$ cat config.mk
export PLATFORM = sky130hd
export DESIGN_NAME = pci_req_ctrl
export DESIGN_NICKNAME = d
export VERILOG_FILES = /design/src/rtl/pci_arb_pkg.sv /design/src/rtl/pci_lat_timer.sv /design/src/rtl/pci_req_ctrl.sv
export SDC_FILE = /design/constraint.sdc
export NUM_CORES = 1
export LEC_CHECK = 0
export ABC_AREA = 1
export BUFFER_PORTS_ARGS = -buffer_cell sky130_fd_sc_hd__clkbuf_2
export CORE_UTILIZATION = 50
export CTS_BUF_LIST = sky130_fd_sc_hd__clkbuf_4
export CTS_CLUSTER_DIAMETER = 30
export DETAILED_ROUTE_END_ITERATION = 8
export GPL_TIMING_DRIVEN = 1
export MAX_ROUTING_LAYER = met4
export PLACE_DENSITY = 0.78
export SLEW_MARGIN = 30
export SYNTH_ARGS = -nofsm -noshare
export SYNTH_HDL_FRONTEND = slang
export SYNTH_HIERARCHICAL = 1
export SYNTH_SLANG_ARGS = --single-unit
$ cat constraint.sdc
create_clock -name clk -period 1.42 [get_ports clk]
set_clock_uncertainty 0.2 [all_clocks]
set_input_delay 0.142 -clock clk [delete_from_list [all_inputs] [get_ports clk]]
set_output_delay 0.142 -clock clk [all_outputs]
set_load 0.005 [all_outputs]
$ cat src/rtl/pci_arb_pkg.sv
// Shared types and defaults for the PCI arbiter and its per-initiator request controllers.
package pci_arb_pkg;

  typedef enum logic [2:0] {
    ST_IDLE  = 3'd0,
    ST_REQ   = 3'd1,
    ST_START = 3'd2,
    ST_OWN   = 3'd3,
    ST_HOLD  = 3'd4
  } pci_req_state_e;

  localparam int PCI_LT_W        = 8;
  localparam int PCI_HOLD_CYCLES = 2;
  localparam int PCI_REQ_VEC_W   = 8;

endpackage

$ cat src/rtl/pci_lat_timer.sv
// PCI latency timer: loadable down-counter that saturates at zero instead of wrapping.
module pci_lat_timer #(
  parameter int LT_W = 8
) (
  input  logic            clk,
  input  logic            rst_n,
  input  logic            load,
  input  logic [LT_W-1:0] value,
  input  logic            en,
  output logic            zero
);

  logic [LT_W-1:0] cnt_r;

  // Counter register; a load wins over a decrement in the same cycle.
  always_ff @(posedge clk or negedge rst_n) begin
    if (!rst_n) begin
      cnt_r <= {LT_W{1'b0}};
    end else if (load) begin
      cnt_r <= value;
    end else if (en && (cnt_r != {LT_W{1'b0}})) begin
      cnt_r <= cnt_r - LT_W'(1);
    end else begin
      cnt_r <= cnt_r;
    end
  end

  assign zero = (cnt_r == {LT_W{1'b0}});

endmodule

$ cat src/rtl/pci_req_ctrl.sv
// Agent-side REQ#/GNT# controller: requests the bus, takes ownership on grant with an idle
// bus, runs the latency timer while owning, and forces a REQ# release gap after each transfer.
module pci_req_ctrl
  import pci_arb_pkg::*;
#(
  parameter int LT_W        = PCI_LT_W,
  parameter int HOLD_CYCLES = PCI_HOLD_CYCLES
) (
  input  logic            clk,
  input  logic            rst_n,
  input  logic            xfer_req,
  input  logic            xfer_last,
  input  logic            gnt_n,
  input  logic            frame_n,
  input  logic            irdy_n,
  input  logic [LT_W-1:0] lat_timer,
  output logic            req_n,
  output logic            own_bus,
  output logic            xfer_ack,
  output logic            lt_expired
);

  localparam int HC_W = $clog2(HOLD_CYCLES + 1) + 1;

  pci_req_state_e  state_r;
  pci_req_state_e  state_nxt_s;
  logic [HC_W-1:0] hold_cnt_r;
  logic            hold_done_s;
  logic            bus_idle_s;
  logic            lt_zero_s;
  logic            req_n_r;
  logic            own_bus_r;
  logic            xfer_ack_r;
  logic            lt_expired_r;

  assign bus_idle_s  = frame_n & irdy_n;
  assign hold_done_s = (int'(hold_cnt_r) >= (HOLD_CYCLES - 1));

  pci_lat_timer #(.LT_W(LT_W)) u_lat_timer (
    .clk   (clk),
    .rst_n (rst_n),
    .load  (state_r == ST_START),
    .value (lat_timer),
    .en    (state_r == ST_OWN),
    .zero  (lt_zero_s)
  );

  // Next-state decode; a withdrawn request beats a grant seen in the same cycle.
  always_comb begin
    state_nxt_s = state_r;
    case (state_r)
      ST_IDLE: begin
        if (xfer_req) begin
          state_nxt_s = ST_REQ;
        end else begin
          state_nxt_s = ST_IDLE;
        end
      end
      ST_REQ: begin
        if (!xfer_req) begin
          state_nxt_s = ST_IDLE;
        end else if (!gnt_n && bus_idle_s) begin
          state_nxt_s = ST_START;
        end else begin
          state_nxt_s = ST_REQ;
        end
      end
      ST_START: state_nxt_s = ST_OWN;
      ST_OWN: begin
        if (xfer_last) begin
          state_nxt_s = ST_HOLD;
        end else begin
          state_nxt_s = ST_OWN;
        end
      end
      ST_HOLD: begin
        if (hold_done_s) begin
          state_nxt_s = ST_IDLE;
        end else begin
          state_nxt_s = ST_HOLD;
        end
      end
      default: state_nxt_s = ST_IDLE;
    endcase
  end

  // State, hold counter, and outputs registered from the next state so they change only on the edge.
  always_ff @(posedge clk or negedge rst_n) begin
    if (!rst_n) begin
      state_r      <= ST_IDLE;
      hold_cnt_r   <= {HC_W{1'b0}};
      req_n_r      <= 1'b1;
      own_bus_r    <= 1'b0;
      xfer_ack_r   <= 1'b0;
      lt_expired_r <= 1'b0;
    end else begin
      state_r    <= state_nxt_s;
      hold_cnt_r <= (state_r == ST_HOLD) ? (hold_cnt_r + HC_W'(1)) : {HC_W{1'b0}};
      req_n_r    <= (state_nxt_s != ST_REQ);
      own_bus_r  <= (state_nxt_s == ST_START) || (state_nxt_s == ST_OWN);
      xfer_ack_r <= (state_nxt_s == ST_START);
      // Expiry is sticky for the rest of the ownership and drops as OWN is left.
      if ((state_r == ST_OWN) && (state_nxt_s == ST_OWN)) begin
        lt_expired_r <= lt_expired_r | (lt_zero_s & gnt_n);
      end else begin
        lt_expired_r <= 1'b0;
      end
    end
  end

  assign req_n      = req_n_r;
  assign own_bus    = own_bus_r;
  assign xfer_ack   = xfer_ack_r;
  assign lt_expired = lt_expired_r;

endmodule

Yosys cells after proc, flatten, opt, wreduce, memory -nomap -nowiden
Cells that the tools add are included.
{ "totals": {"elab_cells": 39, "output_inout_bits": 4, "register_bits": 18, "in_bits": 15} }
{ "op_classes": {"bitwise": 3, "n_eq_ne": 7, "reduce_logical": 9, "addsub": 2, "muxes": 10, "order_cmp": 1} }
{ "ops": {"columns": ["op", "count"], "rows": [
  ["8-bit 2-to-1 mux", 2],
  ["3-bit case mux with 5 select lines", 1],
  ["3-bit by 2-bit == test with 1-bit output (second input constant)", 4],
  ["3-bit 2-to-1 mux", 3],
  ["8-bit zero test", 1],
  ["8-bit nonzero test", 1],
  ["8-bit by 1-bit subtractor with 8-bit output (second input constant)", 1],
  ["2-bit 2-to-1 mux", 2],
  ["3-bit by 1-bit adder with 3-bit output (second input constant)", 1],
  ["3-bit by 1-bit == test with 1-bit output (second input constant)", 1],
  ["3-bit == test (second input constant)", 1],
  ["3-bit by 1-bit >= comparator with 1-bit output (second input constant)", 1],
  ["1-bit logical AND", 3],
  ["3-bit zero test", 1],
  ["3-bit by 1-bit != test with 1-bit output (second input constant)", 1],
  ["1-bit bitwise AND", 2],
  ["1-bit 2-to-1 mux", 2],
  ["2-bit nonzero test", 1],
  ["1-bit zero test", 1],
  ["1-bit logical OR", 1],
  ["1-bit bitwise OR", 1]
]} }

Logic depth before layout (Yosys ltp)
Gate-level depths: netlist of the first run.
{ "depth": {"depth_word": 8, "ltp_mapped": 8, "ltp_nobuf": 8} }

Cells and area by module
The synthesis of the first run kept the hierarchy.
{ "modules_own_cells": {"columns": ["mod", "cells_per_inst", "n_inst", "area_per_inst_um2", "seq_area_each_um2"], "rows": [
  ["pci_lat_timer", 93, 1, 596.8, 200.2],
  ["pci_req_ctrl", 55, 1, 456.7, 251.5]
]} }

Worst setup path after synthesis of the first run
No wires, ideal clock.
{ "synth_timing": {"path_type": "reg2reg", "from": "register state_r[0]", "to": "register u_lat_timer.cnt_r[0]", "arrival_time_ps": 1223, "stages_incl_launch_ff": 6, "setup_slack_ps": -128, "synth_period_minus_slack_ps": 1548, "required_ps": 1095, "setup_ps": 125, "path_buffers": 1, "path_cell_list": "dfrtp_1 > nor3_1 > clkbuf_1 > o21ai_0 > nand2_1 > o21ai_1"} }
{ "synth_via": {"elab_chain_cells": 3, "elab_cells_between_ends": 5, "cone_classes": "eq/ne (2); mux (1); reduce/logical (2)"} }
{ "synth_lines": {"columns": ["element", "line", "source"], "rows": [
  ["start, declared", "pci_req_ctrl.sv:25", "pci_req_state_e state_r;"],
  ["start signal, assigned", "pci_req_ctrl.sv:97", "state_r <= state_nxt_s;"],
  ["3-bit by 2-bit == test with 1-bit output", "pci_req_ctrl.sv:44", ".en (state_r == ST_OWN),"],
  ["1-bit logical AND", "pci_lat_timer.sv:21", "end else if (en && (cnt_r != {LT_W{1'b0}})) begin"],
  ["2-bit nonzero test (no source line)", null, null],
  ["end signal, assigned", "pci_lat_timer.sv:20", "cnt_r <= value;"],
  ["end signal, assigned", "pci_lat_timer.sv:22", "cnt_r <= cnt_r - LT_W'(1);"],
  ["end signal, assigned", "pci_lat_timer.sv:24", "cnt_r <= cnt_r;"],
  ["end, declared", "pci_lat_timer.sv:13", "logic [LT_W-1:0] cnt_r;"]
]} }
Several ways; a longest one is shown, not always the timed one.
A chain may end at the register's enable or synchronous reset.

Worst setup path after layout of the first run
{ "layout_timing": {"from": "register u_lat_timer.cnt_r[1]", "to": "register u_lat_timer.cnt_r[4]"} }
{ "layout_via": {"elab_chain_cells": 3, "elab_cells_between_ends": 6, "cone_classes": "add/sub (1); mux (2); reduce/logical (3)"} }
{ "layout_lines": {"columns": ["element", "line", "source"], "rows": [
  ["start signal, assigned", "pci_lat_timer.sv:18", "cnt_r <= {LT_W{1'b0}};"],
  ["start signal, assigned", "pci_lat_timer.sv:20", null],
  ["start signal, assigned", "pci_lat_timer.sv:22", null],
  ["8-bit by 1-bit subtractor with 8-bit output / 8-bit nonzero test (equally long branches)", "pci_lat_timer.sv:22, pci_lat_timer.sv:21", null],
  ["8-bit 2-to-1 mux / 1-bit logical AND (equally long branches)", "pci_lat_timer.sv:21", null],
  ["8-bit 2-to-1 mux / 2-bit nonzero test (equally long branches)", null, null]
]} }
Several ways; a longest one is shown, not always the timed one. The select of a mux whose other input is x is not followed.

==> results of run 1 <==
power by group:
group | total [mW] | switching, mW | internal (mW)
combinational | 1.29 | 0.679 | 0.609
sequential | 0.810 | 0.144 | 0.666
clock | 0.254 | 0.152 | 0.102
sequential cells by signal (all words and copies together), names as in the netlist:
register / cells
hold_cnt_r: 3
own_bus: 1
u_lat_timer/cnt_r: 8
lt_expired: 1
state_r: 3
req_n: 1
xfer_ack: 1
per-stage QoR:
step | area, µm² | instances | hold WS (ns) | util (%)
final | 1500 | 224 | 0.120 | 76.3
after global routing | 1500 | 224 | 0.181 | 76.3
after CTS | 1470 | 223 | 0.144 | 74.8
after detailed placement | 1250 | 202 | -0.0868 | 63.9
after global placement | 1250 | 202 | -0.0963 | 63.9
after floorplan | 1060 | 148 | -0.354 | -
critical path: cells and delay by family, from the launching register on:
| kind | cells | cell delay [ns] |
|---|---|---|
| AOI/OAI and AO/OA | 1 | 0.18 |
| adders and majority gates | 1 | 0.14 |
| buffers and inverters | 1 | 0.10 |
| DFF | 1 | 0.41 |
| and+or+nand+nor | 4 | 0.31 |
area by class of cell:
type / count / area share [%]
multi-input cells: 106 / 37.0
flip-flops and latches: 18 / 30.3
repair buffers: 46 / 22.7
inverters: 23 / 6.02
well taps: 27 / 2.26
clock buffers: 3 / 1.51
clock inverters: 1 / 0.251
cells in the final DEF, fill, tap and decap left out:
| cell | synthesis | layout |
|---|---|---|
| o21ai_1 | 2 | 3 |
| nor3_4 | 0 | 1 |
| dfstp_2 | 1 | 1 |
| clkinv_2 | 1 | 1 |
| nand2_2 | 3 | 3 |
| o21ai_0 | 4 | 3 |
| dfrtp_2 | 0 | 1 |
| nor2_2 | 3 | 7 |
| inv_2 | 0 | 3 |
| ha_4 | 0 | 1 |
| a21oi_1 | 1 | 1 |
| inv_1 | 22 | 18 |
| nand2_4 | 1 | 2 |
| clkbuf_2 | 0 | 18 |
| nand3_1 | 14 | 14 |
| nor2_1 | 17 | 13 |
| clkbuf_4 | 0 | 3 |
| dlygate4sd3_1 | 0 | 14 |
| inv_4 | 0 | 1 |
| ha_1 | 4 | 2 |
| clkinv_1 | 0 | 1 |
| nand4_1 | 2 | 2 |
| dfrtp_1 | 17 | 16 |
| o21ai_4 | 1 | 1 |
| buf_4 | 0 | 13 |
| nand2_1 | 51 | 50 |
| buf_6 | 0 | 1 |
| ha_2 | 0 | 1 |
| xnor2_1 | 2 | 2 |
per-layer routing:
layer / vias to the layer above / global-route usage, % / part of all wire [%]
li1: 552 / - / -
met1: 488 / 26.3 / 46
met2: 26 / 36.8 / 50
met3: 4 / 2.26 / 3.1
met4: 0 / 5.56 / 0.93
met5: - / - / 0
what timing repair did:
| item | CTS | global route |
|---|---|---|
| endpoints found under the setup margin | 5 | 8 |
| gates cloned | 0 | 0 |
| pin swaps | 6 | 0 |
| hold buffers | 14 | 0 |
| gates resized for setup | 8 | 9 |
| buffers inserted | 3 | 1 |
| endpoints found under the hold margin | 32 | 0 |
worst max-delay path by stage:
stage	endpoint	slack [ns]	start
after floorplan	u_lat_timer/cnt_r[0]$_DFFE_PN0P_	0.01	u_lat_timer/cnt_r[0]$_DFFE_PN0P_
after global placement	u_lat_timer/cnt_r[0]$_DFFE_PN0P_	-0.006	u_lat_timer/cnt_r[1]$_DFFE_PN0P_
after detailed placement	u_lat_timer/cnt_r[0]$_DFFE_PN0P_	-0.05	u_lat_timer/cnt_r[1]$_DFFE_PN0P_
after CTS	u_lat_timer/cnt_r[0]$_DFFE_PN0P_	-0.005	u_lat_timer/cnt_r[1]$_DFFE_PN0P_
after global routing	u_lat_timer/cnt_r[4]$_DFFE_PN0P_	-0.1	u_lat_timer/cnt_r[2]$_DFFE_PN0P_
final	u_lat_timer/cnt_r[4]$_DFFE_PN0P_	-0.03	u_lat_timer/cnt_r[1]$_DFFE_PN0P_
cells by family (layout without fill, tap and decap cells):
family | Yosys count | in the layout | share of synthesized area [%]
AND/OR/NAND/NOR | 92 | 92 | 37.2
buffers and inverters | 24 | 73 | 8.67
flip-flops | 18 | 18 | 42.9
AO/OA/AOI/OAI | 8 | 8 | 4.87
adder cells (fa/ha/maj) | 4 | 4 | 4.75
XOR/XNOR | 2 | 2 | 1.66
==> impl_metrics.csv, run 1 <==
group,metric,value,unit
die,dieWidth,47.9,µm
die,die_height,47.9,µm
timing,tightest_slew,0.447,ns
worst_setup_path,critPathKind,"register to register",
clock_network,cts-root-buf,"clkbuf_4",
timing,timing.final.crit_share,102,%
grt,antenna_found_initial,0,
synth,ys_ff_latch,18,
clock_network,clk_latency,0.28,ns
power,p_per_area,1570,mW/mm²
detailed_routing,dr.pass1.iters,4,
worst_setup_path,crit_arrival,1.43,ns
detailed_routing,avgViaCountPerCell,4.78,
die,core,0.00196,mm²
power,p_total,2.35,mW
die,num_rows,16,
timing,relSlewSlack,70.2,%
finish,syn2layout_area_growth,42.0,%
grt,grt_pass1_vias,866,
finish,antenna_cells,0,
grt,grt_max_degree,19,
worst_setup_path,crit_required,1.40,ns
run_status,violations,"negative setup slack",
worst_setup_path,crit_fanout,8,
timing,clock.fmax,690,MHz
clock_network,ctsLongestPathBuffers,2,
finish,fillers,153,
timing,timing.final.ws_setup,-0.0288,ns
finish,drive_above_1_share,29.4,%
synth,synth_area_leader_cell,"dfrtp_1",
synth,yosys-top-cells-area,"dfrtp_1 40%, nand2_1 18%, inv_1 7.8%, nand3_1 6.7%, nor2_1 6.1%",
timing,hold_viol,0,
detailed_routing,wl,2380,µm
synth,yosysWarnings,6,
synth,synth.top_cell.area_share,40.4,%
clock_network,cts_buffers,3,
finish,seqCellArea,453,µm²
detailed_routing,drtAntennaViolNets,0,
synth,seq_area_frac_synth,42.9,%
run_status,status,"finished, violations left",
detailed_routing,avgRoutedWirePerCell,10.6,µm
timing,setup_viol,3,
clock_network,cts_max_level,1,
synth,async_flop_share,100,%
synth,synthTopCellsByCount,"51 x nand2_1, 22 x inv_1, 17 x dfrtp_1, 17 x nor2_1, 14 x nand3_1",
synth,synth.distinct_cells,19,
timing,setup_tns,-0.0598,ns
synth,synth_edf_count,0,
detailed_routing,vias,1070,
finish,finalNetCount,217,
worst_setup_path,slowest_delay,0.41,ns
timing,rsz0062_at_grt,"true",
detailed_routing,drcViolationCount,0,
job,max_cap_viol_count,0,
synth,synth.most_common_cell,"nand2_1",
worst_setup_path,rrSetupSlack,-0.03,ns
synth,synth_area,0.00105,mm²
place,gp_congestion,0.900,
place,numPortBuffers,18,
grt,grt_pass1_wl,3340,µm
die,die-area,0.00229,mm²
place,dp_hpwl,1590,µm
detailed_routing,drt-initial-drc-count,40,
die,io_pins,19,
timing,fin_crit,1.45,ns
clock_network,tritoncts,"done",
worst_setup_path,r2r_start,"u_lat_timer/cnt_r[1]$_DFFE_PN0P_",
worst_setup_path,critPathLaunchType,"register",
worst_setup_path,path_cells,"inv_2 > ha_4 > nand2_4 > o21ai_4 > nand2_4 > nand2_1 > nand2_1",
worst_setup_path,r2r_end,"u_lat_timer/cnt_r[4]$_DFFE_PN0P_",
worst_setup_path,r2r_cells,7,
worst_setup_path,end_kind,"register",
worst_setup_path,cpMaxStageDelayCell,"dfrtp_1",
power,p_leak,0.804,nW
finish,multi_input_area,554,µm²
clock_network,clock_sinks,18,
die,start_util,53.7,%
synth,syn_inst,148,
place,pre_cts_ws,-0.0486,ns
synth,ys.flop_type,"dfrtp_1",
clock_network,clkTransAtPathRegs,0.10,ns
synth,syn_avg_cell_area,7.12,µm²
timing,drv_slew,0,
grt,overflow,0,
power,peakVddDrop,1.19,mV
synth,syn_nets,167,
grt,track_usage,21.3,%
min_path,hp-class,"input port to async pin",
Power figures use the tool's default switching activity.
==> run 2: changes to the inputs <==
--- a/config.mk
+++ b/config.mk
@@ -13,7 +13,7 @@
 export DETAILED_ROUTE_END_ITERATION = 8
 export GPL_TIMING_DRIVEN = 1
 export MAX_ROUTING_LAYER = met4
-export PLACE_DENSITY = 0.78
+export PLACE_DENSITY = 0.75
 export SLEW_MARGIN = 30
 export SYNTH_ARGS = -nofsm -noshare
 export SYNTH_HDL_FRONTEND = slang
==> constraint.sdc (replaced) <==
create_clock -name clk -period 1.7 [get_ports clk]
set_clock_uncertainty 0.2 [all_clocks]
set_input_delay 0.17 -clock clk [delete_from_list [all_inputs] [get_ports clk]]
set_output_delay 0.17 -clock clk [all_outputs]
set_load 0.005 [all_outputs]
==> run 2 against run 1 <==
  * The run now ends clean
  * Utilization down 8.2 points
  * Highest routed layer unchanged
  * Total power down 29%
  * Register-to-register slack better by 0.15 ns
  * Largest cell class unchanged
==> impl_metrics.csv, run 2 (synthesis gave the netlist of run 1 again) <==
group,metric,value,unit
run_status,status,"finished, final reports clean",
timing,hold_ws,0.00575,ns
finish,drive_above_1_share,18.7,%
job,max_cap_viol_count,0,
clock_network,clk_latency,0.29,ns
finish,finalNetCount,202,
finish,seqCellArea,452,µm²
finish,largest_register_ffs,8,
detailed_routing,avgRoutedWirePerCell,10.3,µm
power,p_comb_share,44.9,%
timing,hold_viol,0,
worst_setup_path,crit_arrival,1.56,ns
die,die-area,0.00229,mm²
detailed_routing,drcViolationCount,0,
finish,utilization,68.1,%
finish,layout_commonest_cell,"nand2_1",
worst_setup_path,end_kind,"register",
finish,layout_common_cells,"50 x nand2_1, 22 x inv_1, 17 x nor2_1, 17 x dfrtp_1, 17 x clkbuf_2",
grt,antenna_found_initial,0,
timing,tightest_slew,0.445,ns
finish,multi_input_area,513,µm²
timing,fin_crit,1.57,ns
power,p_leak,0.730,nW
die,start_util,53.7,%
timing,relSlewSlack,70.3,%
timing,setup_tns,0,ns
detailed_routing,drt-initial-drc-count,22,
timing,timing.final.crit_share,92.6,%
power,internal-power,958,µW
die,core,0.00196,mm²
finish,regMostFlops,"u_lat_timer/cnt_r",
clock_network,clkTransAtPathRegs,0.10,ns
timing,timing.final.ws_setup,0.125,ns
clock_network,cts_buffers,3,
power,p_sw_share,42.5,%
power,clkPwrFrac,14.1,%
detailed_routing,drtAntennaViolNets,0,
clock_network,tritoncts,"done",
power,switching_power,708,µW
place,place_area,0.00119,mm²
timing,setup_viol,0,
grt,track_usage,21.6,%
timing,rsz0062_at_grt,"false",
clock_network,ctsLongestPathBuffers,2,
power,peakVddDrop,0.755,mV
clock_network,cts_max_level,1,
finish,syn2layout_area_growth,26.8,%
power,power_frac_seq,41.0,%
clock_network,clock_sinks,18,
worst_setup_path,critPathKind,"register to register",
place,pre_cts_ws,0.149,ns
finish,fillers,194,
grt,overflow,0,
grt,grt_max_degree,19,
grt,grt_pass1_wl,3330,µm
place,gp_congestion,0.853,
detailed_routing,avgViaCountPerCell,4.81,
worst_setup_path,crit_fanout,8,
timing,clock.fmax,635,MHz
finish,antenna_cells,0,
timing,drv_slew,0,
die,die_height,47.9,µm
finish,postLayoutCellArea,0.00134,mm²
place,dp_hpwl,1530,µm
place,numPortBuffers,18,
detailed_routing,wl,2150,µm
clock_network,cts-root-buf,"clkbuf_4",
finish,reg.largest.list,"u_lat_timer/cnt_r x8, hold_cnt_r x3, state_r x3",
power,p_per_area,1250,mW/mm²
grt,grt_pass1_vias,871,
worst_setup_path,crit_required,1.69,ns
die,io_pins,19,
detailed_routing,dr.pass1.iters,4,
worst_setup_path,critPathLaunchType,"register",
die,dieWidth,47.9,µm
clock_network,cts_setup_buffers,0,
die,num_rows,16,
detailed_routing,vias,1005,
min_path,hp-class,"input port to register",
run 2: cell types whose count changed in the layout (fill, tap and decap cells not counted), moves of 2 or more:
cell	delta
nor2_2	-4
ha_1	+2
dlygate4sd3_1	-2
inv_2	-3
inv_1	+4
buf_4	-11
nor2_1	+4
run 2: repair_timing:
item                                    4_1_cts  5_1_grt
hold buffers                                 12        0
resized for setup                             0        1
endpoints found under the hold margin        28        0
endpoints found under the setup margin        0        1
run 2: stage by stage:
stage	total power, mW	instances
after detailed placement	1.41	194
after global routing	1.85	209
after floorplan	1.22	148
after CTS	1.67	210
after global placement	1.39	194
final	1.67	209
run 2: path summary, 6_finish.rpt:
check,from,slack (ns),to,depth (start not counted)
min,lat_timer[0],0.006,u_lat_timer/cnt_r[0]$_DFFE_PN0P_,5
min in group asynchronous,rst_n,0.14,u_lat_timer/cnt_r[4]$_DFFE_PN0P_,2
min reg2reg,hold_cnt_r[0]$_DFF_PN0_,0.28,hold_cnt_r[0]$_DFF_PN0_,1
max in group asynchronous,rst_n,0.82,req_n$_DFF_PN1_,2
max reg2reg,state_r[0]$_DFF_PN0_,0.13,u_lat_timer/cnt_r[2]$_DFFE_PN0P_,6
max,state_r[0]$_DFF_PN0_,0.13,u_lat_timer/cnt_r[2]$_DFFE_PN0P_,6
run 2: per-layer routing:
metal,share of wire (%),up-vias,GRT usage [%]
met2,52,14,37.3
met1,44,468,24.8
met5,0,-,-
met3,3.4,2,2.64
met4,0.65,0,9.44
li1,-,521,-
run 2: cell type report:
class | instances | area share [%]
inverters | 23 | 6.55
multi-input cells | 106 | 38.4
well taps | 27 | 2.53
flip-flops and latches | 18 | 33.8
clock buffers | 4 | 2.25
repair buffers | 31 | 16.5
run 2: worst max-delay path, cell delays in order, from the launching register on:
cell and delay (ns):
dfrtp_1 0.44, nor3_1 0.26, inv_1 0.21, nand2_4 0.17, clkinv_2 0.09, nand2_1 0.06
nand2_1 0.05
run 2: power groups by stage:
stage	clock [mW]	sequential, mW	combinational (mW)
2_1_floorplan	0	0.660	0.559
3_3_place_gp	0	0.683	0.708
3_5_place_dp	0	0.688	0.723
4_1_cts	0.247	0.680	0.748
5_1_grt	0.264	0.703	0.883
6_report	0.235	0.683	0.748
